$ cat src/rtl/frame_header_parser.sv
// Ethernet/IPv4 header extractor: walks a buffered frame one 32-bit word at a time
// and presents the parsed header fields through a valid/ready handshake.
module frame_header_parser #(
  parameter int FIFO_ADDR_SIZE = 10
) (
  input  logic                      aclk,
  input  logic                      areset,
  input  logic                      fifo_ready,
  input  logic [FIFO_ADDR_SIZE-1:0] fifo_data_len,
  input  logic [31:0]               fifo_data,
  output logic [FIFO_ADDR_SIZE-1:0] read_ptr,
  output logic                      flush,
  output logic                      hdr_valid,
  input  logic                      hdr_ready,
  output logic [47:0]               dst_mac,
  output logic [47:0]               src_mac,
  output logic [15:0]               ethertype,
  output logic                      is_ipv4,
  output logic [7:0]                ip_proto,
  output logic [31:0]               src_ip,
  output logic [31:0]               dst_ip,
  output logic [FIFO_ADDR_SIZE-1:0] frame_len,
  output logic [15:0]               drop_count
);

  typedef enum logic [2:0] {
    IDLE,
    RD_ISSUE,
    RD_CAPTURE,
    OUTPUT,
    FLUSH
  } state_t;

  localparam logic [FIFO_ADDR_SIZE-1:0] MIN_FRAME_LEN = FIFO_ADDR_SIZE'(14);
  localparam logic [FIFO_ADDR_SIZE-1:0] IPV4_MIN_LEN  = FIFO_ADDR_SIZE'(34);

  // Byte offset of each header word; indices 4..6 are only reached for IPv4.
  function automatic logic [FIFO_ADDR_SIZE-1:0] word_offset(input logic [2:0] idx);
    logic [FIFO_ADDR_SIZE-1:0] off;
    case (idx)
      3'd0:    off = FIFO_ADDR_SIZE'(0);
      3'd1:    off = FIFO_ADDR_SIZE'(4);
      3'd2:    off = FIFO_ADDR_SIZE'(8);
      3'd3:    off = FIFO_ADDR_SIZE'(12);
      3'd4:    off = FIFO_ADDR_SIZE'(20);
      3'd5:    off = FIFO_ADDR_SIZE'(26);
      3'd6:    off = FIFO_ADDR_SIZE'(30);
      default: off = FIFO_ADDR_SIZE'(0);
    endcase
    return off;
  endfunction

  state_t                      state_q, state_d;
  logic [2:0]                  word_idx_q, word_idx_d;
  logic [FIFO_ADDR_SIZE-1:0]   read_ptr_q, read_ptr_d;
  logic [47:0]                 dst_mac_q, dst_mac_d;
  logic [47:0]                 src_mac_q, src_mac_d;
  logic [15:0]                 ethertype_q, ethertype_d;
  logic                        is_ipv4_q, is_ipv4_d;
  logic [7:0]                  ip_proto_q, ip_proto_d;
  logic [31:0]                 src_ip_q, src_ip_d;
  logic [31:0]                 dst_ip_q, dst_ip_d;
  logic [FIFO_ADDR_SIZE-1:0]   frame_len_q, frame_len_d;
  logic [15:0]                 drop_count_q, drop_count_d;

  always_comb begin
    state_d      = state_q;
    word_idx_d   = word_idx_q;
    read_ptr_d   = read_ptr_q;
    dst_mac_d    = dst_mac_q;
    src_mac_d    = src_mac_q;
    ethertype_d  = ethertype_q;
    is_ipv4_d    = is_ipv4_q;
    ip_proto_d   = ip_proto_q;
    src_ip_d     = src_ip_q;
    dst_ip_d     = dst_ip_q;
    frame_len_d  = frame_len_q;
    drop_count_d = drop_count_q;

    case (state_q)
      IDLE: begin
        if (fifo_ready) begin
          if (fifo_data_len >= MIN_FRAME_LEN) begin
            frame_len_d = fifo_data_len;
            read_ptr_d  = '0;
            word_idx_d  = 3'd0;
            state_d     = RD_ISSUE;
          end else begin
            state_d = FLUSH;
            if (drop_count_q != 16'hFFFF) begin
              drop_count_d = drop_count_q + 16'd1;
            end
          end
        end
      end

      RD_ISSUE: state_d = RD_CAPTURE;

      RD_CAPTURE: begin
        state_d    = RD_ISSUE;
        word_idx_d = word_idx_q + 3'd1;
        read_ptr_d = word_offset(word_idx_q + 3'd1);
        case (word_idx_q)
          3'd0: dst_mac_d[47:16] = fifo_data;
          3'd1: begin
            dst_mac_d[15:0]  = fifo_data[31:16];
            src_mac_d[47:32] = fifo_data[15:0];
          end
          3'd2: src_mac_d[31:0] = fifo_data;
          3'd3: begin
            ethertype_d = fifo_data[31:16];
            // Too short to hold an IP header, or not IPv4: finish with the L2 fields only.
            if (!((fifo_data[31:16] == 16'h0800) && (frame_len_q >= IPV4_MIN_LEN))) begin
              is_ipv4_d  = 1'b0;
              ip_proto_d = '0;
              src_ip_d   = '0;
              dst_ip_d   = '0;
              word_idx_d = word_idx_q;
              read_ptr_d = read_ptr_q;
              state_d    = OUTPUT;
            end
          end
          3'd4: ip_proto_d = fifo_data[7:0];
          3'd5: src_ip_d = fifo_data;
          3'd6: begin
            dst_ip_d   = fifo_data;
            is_ipv4_d  = 1'b1;
            word_idx_d = word_idx_q;
            read_ptr_d = read_ptr_q;
            state_d    = OUTPUT;
          end
          default: state_d = IDLE;
        endcase
      end

      OUTPUT: begin
        if (hdr_ready) begin
          state_d = FLUSH;
        end
      end

      FLUSH: state_d = IDLE;

      default: state_d = IDLE;
    endcase
  end

  always_ff @(posedge aclk) begin
    if (areset) begin
      state_q      <= IDLE;
      word_idx_q   <= '0;
      read_ptr_q   <= '0;
      dst_mac_q    <= '0;
      src_mac_q    <= '0;
      ethertype_q  <= '0;
      is_ipv4_q    <= 1'b0;
      ip_proto_q   <= '0;
      src_ip_q     <= '0;
      dst_ip_q     <= '0;
      frame_len_q  <= '0;
      drop_count_q <= '0;
    end else begin
      state_q      <= state_d;
      word_idx_q   <= word_idx_d;
      read_ptr_q   <= read_ptr_d;
      dst_mac_q    <= dst_mac_d;
      src_mac_q    <= src_mac_d;
      ethertype_q  <= ethertype_d;
      is_ipv4_q    <= is_ipv4_d;
      ip_proto_q   <= ip_proto_d;
      src_ip_q     <= src_ip_d;
      dst_ip_q     <= dst_ip_d;
      frame_len_q  <= frame_len_d;
      drop_count_q <= drop_count_d;
    end
  end

  // Handshake and flush strobes decode straight from the state register.
  assign hdr_valid  = (state_q == OUTPUT);
  assign flush      = (state_q == FLUSH);
  assign read_ptr   = read_ptr_q;
  assign dst_mac    = dst_mac_q;
  assign src_mac    = src_mac_q;
  assign ethertype  = ethertype_q;
  assign is_ipv4    = is_ipv4_q;
  assign ip_proto   = ip_proto_q;
  assign src_ip     = src_ip_q;
  assign dst_ip     = dst_ip_q;
  assign frame_len  = frame_len_q;
  assign drop_count = drop_count_q;

endmodule

$ cat config.mk
export PLATFORM = sky130hd
export DESIGN_NAME = frame_header_parser
export DESIGN_NICKNAME = d
export VERILOG_FILES = /design/src/rtl/frame_header_parser.sv
export SDC_FILE = /design/constraint.sdc
export NUM_CORES = 1
export LEC_CHECK = 0
export BUFFER_PORTS_ARGS = -buffer_cell sky130_fd_sc_hd__buf_4
export CAP_MARGIN = 15
export CORE_MARGIN = 10
export CORE_UTILIZATION = 54
export CTS_BUF_LIST = sky130_fd_sc_hd__clkbuf_8 sky130_fd_sc_hd__clkbuf_16
export DETAILED_ROUTE_END_ITERATION = 16
export PLACE_DENSITY_LB_ADDON = 0.25
export SLEW_MARGIN = 5
export SYNTH_ARGS = -nofsm -noshare
export SYNTH_HDL_FRONTEND = slang
export SYNTH_SLANG_ARGS = --single-unit
$ cat constraint.sdc
create_clock -name aclk -period 5 [get_ports aclk]
set_input_delay 1 -clock aclk [delete_from_list [all_inputs] [get_ports aclk]]
set_output_delay 1 -clock aclk [all_outputs]
set_load 0.1 [all_outputs]
==> metrics.csv <==
metric,value,unit
clk sink count,221,
Final Net Count,1238,
area grow syn2layout,33.38,%
Iteration-0 DRC Markers,767,
H-tree depth,1,
biggest area consumer among synthesized cells,dfxtp_1,
final wirelength,27.54,mm
die height,143.9,um
critical path data arrival time,3690,ps
Worst-Margin Slew,1069,ps
"FF+latch count, synth",221,
num rows,45,
Hold Path Sink,dst_mac[0],
"Reg clk slew, reported paths",60,ps
main combinational cell family by area after synthesis,compound AO/OA/AOI/OAI gates,
Vias/cell,5.729,
Pwr Density,366.0,nW/um^2
worst hold path startpoint,dst_mac[0],
# DRC,0,
number of antenna violations at the first check in global routing,0,
final core utilization,73.05,%
Total GRT Usage,24.94,%
fill count,1210,
RSZ-0062 raised after global routing,no,
Yosys top cell area share,53.33,%
Placer Congestion,0.8830,
Die X,143.9,um
worst-path fanout max,25,
hold_buf cts,0,
"Data required, critical path",5430,ps
"EDFF count, synth",0,
first-pass GRT wire length,41.15,mm
area of the core,15150,um^2
reg-to-reg endpoint,src_ip[24],
Sum Neg Setup Slack,0,ps
syn avg cell area,8.714,um^2
Rel. slew slack,28.73,%
final setup fails,0,
Hold Path Class,flop to flop,
ys flop type,dfxtp_1,
I/O pin count,269,
Bufs on Longest Clock Path,3,
routed vias,7934,
postcts setup bufs,0,
status,"complete, no violations",
n_diodes,0,
maximum clock rate,306.6,MHz
Max Slew Vio Count,0,
Gate Count Post-Synth,952,
initial core utilization,54.77,%
Critical Path End Type,flop,
largest net degree at the start of global routing,102,
Synth Area in Compound Gates,20.42,%
minimum clock period after layout,3262,ps
layout cell share with drive strength beyond 1,26.57,%
Setup crit start,frame_len[1],
DRT Pass-1 Iters,6,
remaining global-route overflow,0,
wire length per cell,19.88,um
Setup crit start kind,flop,
Final Hold Fails,0,
sequential area share after synthesis,53.33,%
period utilisation layout,65.23,%
VDD IR max,0.2093,mV
number of global-route vias before repair,7285,
FF-to-FF setup slack,1740,ps
type of the worst setup path,flop to flop,
Clock Root Buffer,clkbuf_16,
die area,20720,um^2
worst hold stages,2,
Synth Area in Adders,1.357,%
# resized after CTS,0,
xor/xnor share of the synthesized area,0.5279,%
CTS Buf Count,22,
worst skew pair latency,500,ps
r2r startpoint,frame_len[1],
Post-synth ARST share,0,%
Worst Clk Skew,11.21,ps
Synth Cell Area,8295,um^2
Synth Area in Simple Gates,19.23,%
mux contribution to synthesized area,0.9653,%
cells on worst reg2reg path,5,
Detail Placement HPWL,19.65,mm
synth warn,0,
synth top area cells,"dfxtp_1, nand2_1, a21oi_1, a22o_1, clkbuf_1",
max_cap viols,0,
# port buffers,262,
Pleak,4.531,nW
CTS tree,done,
post-route ant nets,0,
Yosys cell types,53,
## through the flow
stage               setup WS (ps)  power (W)  hold slack [ps]  cells  cell area [um^2]
CTS                          1844   0.004065            455.9   1385             11060
global route                 1563   0.004160            474.1   1385             11060
finish                       1738   0.004050            454.8   1385             11060
floorplan                    2444   0.002178            506.1    957              8314
global placement             1472   0.002303            441.7   1347             10270
detailed placement           1475   0.002308            447.2   1347             10270
## logic make-up after synthesis
group	Yosys count
fa+ha+maj	9
buf+inv	77
compound gates	266
simple gates	365
flops	221
other cells	1
xor+xnor	5
mux	8
## synth_stat cells, types with 5 or more instances
| library cell | number |
|---|---|
| inv_1 | 9 |
| clkbuf_1 | 47 |
| a21oi_1 | 147 |
| ha_1 | 9 |
| nand3_1 | 28 |
| dfxtp_1 | 221 |
| mux2i_1 | 8 |
| nor2_1 | 33 |
| buf_2 | 8 |
| nor4_1 | 6 |
| and2_1 | 9 |
| o21ai_0 | 33 |
| a32oi_1 | 8 |
| or3_1 | 7 |
| nand2_1 | 250 |
| and3_1 | 8 |
| buf_4 | 11 |
| a22o_1 | 48 |
| a21boi_0 | 5 |
## power breakdown
part / internal (W) / switching, W / leakage [nW] / total [W]
Sequential: 0.00179 / 0.0000250 / 1.78 / 0.00181
Clock: 0.00111 / 0.000669 / 0.405 / 0.00178
Combinational: 0.000103 / 0.000356 / 2.34 / 0.000459
Total: 0.00300 / 0.00105 / 4.53 / 0.00405
## registers in the layout, summed over array words and instances (netlist names)
signal / count
word_idx_q: 3
frame_len: 10
src_ip: 32
dst_mac: 48
src_mac: 48
state_q: 3
dst_ip: 32
is_ipv4: 1
ethertype: 16
drop_count: 16
read_ptr: 4
ip_proto: 8
## worst max-delay path, stage by stage (launching register included)
cell	delay (ps)
dfxtp_1	330
o41ai_1	780
nand2_1	250
a31oi_4	620
and3_1	960
a22o_1	240
## cell type report
type                       count  area, um^2  area share [%]
sequential                   221        4424           39.99
tap                          188       235.2           2.126
clock buffer                  28       644.4           5.824
inverter                       9       33.78          0.3053
clock inverter                10       145.1           1.312
timing repair buffer         270        2027           18.32
multi-input combinational    659        3555           32.13
## cells in the final DEF (no fill, tap or decap), drive strengths merged, types with 4 or more instances in the layout
| cell | instances |
|---|---|
| nor2 | 33 |
| a21boi | 5 |
| and4 | 4 |
| or3 | 7 |
| conb | 6 |
| nor4 | 7 |
| buf | 270 |
| a22o | 48 |
| nand2 | 250 |
| and2 | 9 |
| o21ai | 33 |
| inv | 13 |
| nor2b | 4 |
| a21oi | 147 |
| bufinv | 4 |
| o211ai | 4 |
| clkbuf | 28 |
| dfxtp | 221 |
| nand3 | 28 |
| mux2i | 8 |
| a32oi | 8 |
| ha | 9 |
| nor3 | 5 |
| nand4 | 4 |
| and3 | 8 |
## routing by layer
layer,track usage (%),vias up,routed length (um)
met4,9.780,0,963
met2,39.66,383,12700
met3,6.436,57,2920
li1,-,3740,-
met1,31.61,3754,10950
met5,0,-,0
## how the worst max path moves through the flow
| stage | end | slack [ps] | cells after the start |
|---|---|---|---|
| 6_report | src_ip[24] | 1740 | 5 |
| 5_1_grt | src_ip[27] | 1560 | 5 |
| 4_1_cts | src_ip[9] | 1840 | 5 |
| 3_5_place_dp | src_ip[9] | 1470 | 6 |
| 3_3_place_gp | src_ip[17] | 1470 | 6 |
| 2_1_floorplan | drop_count[5] | 2440 | 6 |
Power figures use the tool's default switching activity.
